File: config.mk
export PLATFORM = sky130hd
export DESIGN_NAME = logic_unit_pipe
export DESIGN_NICKNAME = d
export VERILOG_FILES = /design/src/rtl/logic_unit_pipe.sv
export SDC_FILE = /design/constraint.sdc
export NUM_CORES = 1
export LEC_CHECK = 0
export CORE_ASPECT_RATIO = 0.9
export CORE_UTILIZATION = 55
export CTS_CLUSTER_DIAMETER = 100
export DETAILED_ROUTE_END_ITERATION = 8
export HOLD_SLACK_MARGIN = 0.06
export PLACE_DENSITY = 0.81
export SYNTH_ARGS = -nofsm -noshare
export SYNTH_HDL_FRONTEND = slang
export SYNTH_SLANG_ARGS = --single-unit
File: constraint.sdc
create_clock -name clk -period 4.28 [get_ports clk]
set_input_delay 0.856 -clock clk [delete_from_list [all_inputs] [get_ports clk]]
set_output_delay 0.856 -clock clk [all_outputs]
set_load 0.1 [all_outputs]
File: src/rtl/logic_unit_pipe.sv
`default_nettype none
// ============================================================================
// Module  : logic_unit_pipe
// Purpose : Two-stage pipelined bitwise logic unit (8 ops) with result flags,
//           valid/ready handshakes and a completed-transfer counter.
// Rev     : 1.0
// ============================================================================
module logic_unit_pipe #(
  parameter int W  = 32,
  parameter int CW = 16
) (
  input  logic          clk,
  input  logic          rst,
  input  logic          in_valid,
  output logic          in_ready,
  input  logic [2:0]    op,
  input  logic [W-1:0]  a,
  input  logic [W-1:0]  b,
  output logic          out_valid,
  input  logic          out_ready,
  output logic [W-1:0]  result,
  output logic          zero,
  output logic          ones,
  output logic          parity,
  output logic [CW-1:0] done_cnt
);

  localparam logic [2:0] c_op_not  = 3'b000;
  localparam logic [2:0] c_op_and  = 3'b001;
  localparam logic [2:0] c_op_or   = 3'b010;
  localparam logic [2:0] c_op_xor  = 3'b011;
  localparam logic [2:0] c_op_nand = 3'b100;
  localparam logic [2:0] c_op_nor  = 3'b101;
  localparam logic [2:0] c_op_xnor = 3'b110;
  localparam logic [2:0] c_op_pass = 3'b111;

  // Stage 1 registers
  logic          v1_q, v1_d;
  logic [2:0]    op_q, op_d;
  logic [W-1:0]  a_q, a_d;
  logic [W-1:0]  b_q, b_d;

  // Stage 2 registers
  logic          out_valid_q, out_valid_d;
  logic [W-1:0]  result_q, result_d;
  logic          zero_q, zero_d;
  logic          ones_q, ones_d;
  logic          parity_q, parity_d;
  logic [CW-1:0] done_cnt_q, done_cnt_d;

  logic          w_s1_en;
  logic          w_s2_en;
  logic          w_in_xfer;
  logic          w_out_xfer;
  logic [W-1:0]  w_op_res;

  // Each stage may load when its downstream neighbour frees up this cycle.
  always_comb begin
    w_s2_en    = !out_valid_q | out_ready;
    w_s1_en    = !v1_q | w_s2_en;
    w_in_xfer  = in_valid & w_s1_en;
    w_out_xfer = out_valid_q & out_ready;
  end

  always_comb begin
    w_op_res = a_q;
    case (op_q)
      c_op_not:  w_op_res = ~a_q;
      c_op_and:  w_op_res = a_q & b_q;
      c_op_or:   w_op_res = a_q | b_q;
      c_op_xor:  w_op_res = a_q ^ b_q;
      c_op_nand: w_op_res = ~(a_q & b_q);
      c_op_nor:  w_op_res = ~(a_q | b_q);
      c_op_xnor: w_op_res = ~(a_q ^ b_q);
      c_op_pass: w_op_res = a_q;
      default:   w_op_res = a_q;
    endcase
  end

  always_comb begin
    v1_d        = v1_q;
    op_d        = op_q;
    a_d         = a_q;
    b_d         = b_q;
    out_valid_d = out_valid_q;
    result_d    = result_q;
    zero_d      = zero_q;
    ones_d      = ones_q;
    parity_d    = parity_q;
    done_cnt_d  = done_cnt_q;

    if (w_s1_en) begin
      v1_d = w_in_xfer;
      if (w_in_xfer) begin
        op_d = op;
        a_d  = a;
        b_d  = b;
      end
    end

    // Flags are derived from the very value being registered as result.
    if (w_s2_en) begin
      out_valid_d = v1_q;
      result_d    = w_op_res;
      zero_d      = (w_op_res == '0);
      ones_d      = &w_op_res;
      parity_d    = ^w_op_res;
    end

    if (w_out_xfer) begin
      done_cnt_d = done_cnt_q + CW'(1);
    end
  end

  always_ff @(posedge clk) begin
    if (rst) begin
      v1_q        <= 1'b0;
      op_q        <= '0;
      a_q         <= '0;
      b_q         <= '0;
      out_valid_q <= 1'b0;
      result_q    <= '0;
      zero_q      <= 1'b1;
      ones_q      <= 1'b0;
      parity_q    <= 1'b0;
      done_cnt_q  <= '0;
    end else begin
      v1_q        <= v1_d;
      op_q        <= op_d;
      a_q         <= a_d;
      b_q         <= b_d;
      out_valid_q <= out_valid_d;
      result_q    <= result_d;
      zero_q      <= zero_d;
      ones_q      <= ones_d;
      parity_q    <= parity_d;
      done_cnt_q  <= done_cnt_d;
    end
  end

  assign in_ready  = w_s1_en;
  assign out_valid = out_valid_q;
  assign result    = result_q;
  assign zero      = zero_q;
  assign ones      = ones_q;
  assign parity    = parity_q;
  assign done_cnt  = done_cnt_q;

endmodule
`default_nettype wire
==> qor.csv <==
metric,value,unit
status,"complete, no violations",
Synth Warn #,0,
clock buffer depth,2,
final wirelength,20700,um
Compound-Gate Fraction of Synth Area,20.2,%
Max Fanout on Critical Path,45,
Post-synth EDFFs,0,
Power Density,412,nW/um2
Post-Synthesis Cells,1049,
initial antenna violation count,0,
WL met2,9730,um
multiplexer share of the synthesized area,4.36,%
max_cap viols,0,
crit path launch type,flip-flop,
worst slack at placement,702,ps
FP Rows,41,
initial DRC count,598,
CTS sink cnt,120,
routed vias,7496,
Max Used Layer,met4,
Worst VDD drop,0.288,mV
P&R area growth vs syn,24.4,%
count of final hold-check violations,0,
Setup-failing EPs final,0,
Mapped Area,7980,um2
largest net degree at the start of global routing,108,
DR WL/cell,15.4,um
I/O Buffers,123,
Setup WS post-layout,624,ps
Post-synth top cells,"210 x nand2_1, 121 x a21oi_1, 120 x dfxtp_1",
Post-Synth XOR/XNOR Area,3.02,%
cts hold-fix bufs,0,
max incr delay on CP,720,ps
RSZ-0062 raised after global routing,no,
Clock Latency Late Sink,420,ps
clock root buffer,clkbuf_16,
Final Skew,5.15,ps
CP max-delay cell,dfxtp_2,
Pre-Repair DR Iteration Count,8,
Vias/cell,5.57,
DRC viols,0,
sequential area share after synthesis,30.1,%
Setup TNS,0,ps
Fmax achieved,274,MHz
ant diodes,0,
Die X,129,um
"Cell Chain, Critical Path",buf_12 > nor3b_2 > a222oi_1 > a21boi_0 > o22ai_1 > inv_1 > ha_1 > xor2_1 > xnor2_1 > xnor2_1 > xnor3_1 > xnor2_1 > nand2_1 > a21oi_1,
WP data arrival,3920,ps
cell taking the most area after synthesis,dfxtp_1,
# H-tree levels,4,
"FF+latch count, synth",120,
first-pass GRT wire length,33500,um
post-synthesis adder-cell area fraction,14.1,%
Vert. Die Dim,116,um
"Setup Fix Bufs, Post-CTS",0,
Synth async-reset ratio,0,%
"Core Util, Final",70.4,%
syn_area_per_cell,7.61,um2
Final Cycle Share,85.4,%
largest family of logic cells by synthesized area,compound AO/OA/AOI/OAI gates,
fillers,1159,
WL met3,1030,um
Cell variety after synth,62,
relative slew slack,33.8,%
hpwl dp,14700,um
PostCTS Resize Cnt,0,
Core ar.,14100,um2
fin nets,1300,
layout cell share with drive strength beyond 1,6.86,%
kind of critical path,flip-flop to flip-flop,
Reg area,2410,um2
initial core utilization,56.6,%
die area,15000,um2
Worst path most repeated cell,xnor2_1,
worst-margin pin slew,990,ps
P_leak,4.10,nW
"Top FF cell, synth",dfxtp_1,
most common cell in the netlist,nand2_1,
total CTS buffers,17,
CP required,4540,ps
Placer Congestion,0.923,
Mapped Nets,1210,
CTS tree,yes,
I/O pin total,124,
DRT met1 WL,9430,um
Synth area leaders,"dfxtp_1 30%, ha_1 14%, nand2_1 9.9%, a21oi_1 7.6%, inv_1 4.3%",
number of global-route vias before repair,6882,
crit path time final,3660,ps
"CTS clk-pin slew, worst paths",60,ps
"Slew Viols, Final",0,
simple-gate portion of the synthesized area,19.4,%
Critical Path Sink Type,flip-flop,
GRT overflow,0,
Worst Reg-to-Reg Cells,14,
Worst Hold Class,flip-flop to flip-flop,
post-synth top area share,30.1,%
multi-input logic area,4880,um2
post-route ant nets,0,
Hold Path Cell Cnt,2,
Tot GR Track Use,28.7,%
==> flip-flops by register name, indices dropped and copies added, names as in the netlist <==
name	cells
out_valid	1
v1_q	1
a_q	32
ones	1
zero	1
op_q	3
result	32
parity	1
b_q	32
done_cnt	16
==> cell families (layout without fill, tap and decap cells) <==
family	count (synthesis)	in the layout
flip-flops	120	120
XOR/XNOR	26	26
adder cells (fa/ha/maj)	90	90
multiplexers	30	30
buffers and inverters	167	270
AO/OA/AOI/OAI	258	258
AND/OR/NAND/NOR	358	358
==> final timing paths <==
path	start	slack, ps	end
worst min register to register	result[11]$_SDFFE_PP0P_	450	result[11]$_SDFFE_PP0P_
worst min-delay path	result[11]$_SDFFE_PP0P_	450	result[11]$_SDFFE_PP0P_
worst max register to register	op_q[1]$_SDFFE_PP0P_	620	parity$_SDFFE_PP0P_
worst max-delay path	op_q[1]$_SDFFE_PP0P_	620	parity$_SDFFE_PP0P_
==> layer usage <==
metal	vias up	track usage, %
met5	-	0
met4	0	9.33
met3	29	5.82
met2	215	48.1
met1	3501	37.2
li1	3751	-
==> worst max-delay path, delay by kind of cell (launching register included) <==
family,cells,cell delay [ps]
flip-flops,1,720
buffers and inverters,2,380
adder cells (fa/ha/maj),1,310
AND/OR/NAND/NOR,2,510
AO/OA/AOI/OAI,4,680
XOR/XNOR,5,860
==> cell usage in the layout, fill, tap and decap left out, types with 4 or more instances in the layout <==
cell             instances
nor2b_1                  9
a21oi_1                121
o21ai_0                 30
a222oi_1                 5
nand3b_1                 4
o22ai_1                 15
clkbuf_16               17
nand3_1                  6
mux2i_1                 19
o31a_1                   6
a221oi_1                 5
bufinv_16                4
o211ai_1                 5
inv_1                   92
clkdlybuf4s50_1        121
a22oi_1                 11
xor2_1                  11
nand2_1                209
o221ai_1                12
mux2_2                   8
xnor2_1                 14
nand4_1                  9
nor3_1                  12
ha_1                    90
a211oi_1                19
dfxtp_1                117
nor2_1                  69
or3_1                    6
buf_4                   22
a2bb2oi_1                6
nand2b_1                16
clkinvlp_4               4
==> final cells by class <==
type | instances | area share (%)
clock buffer | 19 | 4.46
clock inverter | 13 | 1.95
inverter | 93 | 3.51
multi-input combinational | 762 | 49.2
sequential | 120 | 24.2
tap | 193 | 2.43
timing repair buffer | 145 | 14.3
==> through the flow <==
stage	area, um2	hold WS [ps]	std cells	total power [W]
finish	9930	451	1345	0.00410
CTS	9930	453	1345	0.00411
detailed placement	9300	445	1313	0.00257
global placement	9300	441	1313	0.00255
global route	9930	471	1345	0.00429
floorplan	7980	453	1049	0.00225
==> power breakdown <==
| part | internal, W | switching [W] |
|---|---|---|
| registers | 0.00120 | 0.0000698 |
| logic | 0.000517 | 0.000778 |
| clock network | 0.000995 | 0.000538 |
| total | 0.00271 | 0.00139 |
Power figures use the tool's default switching activity.
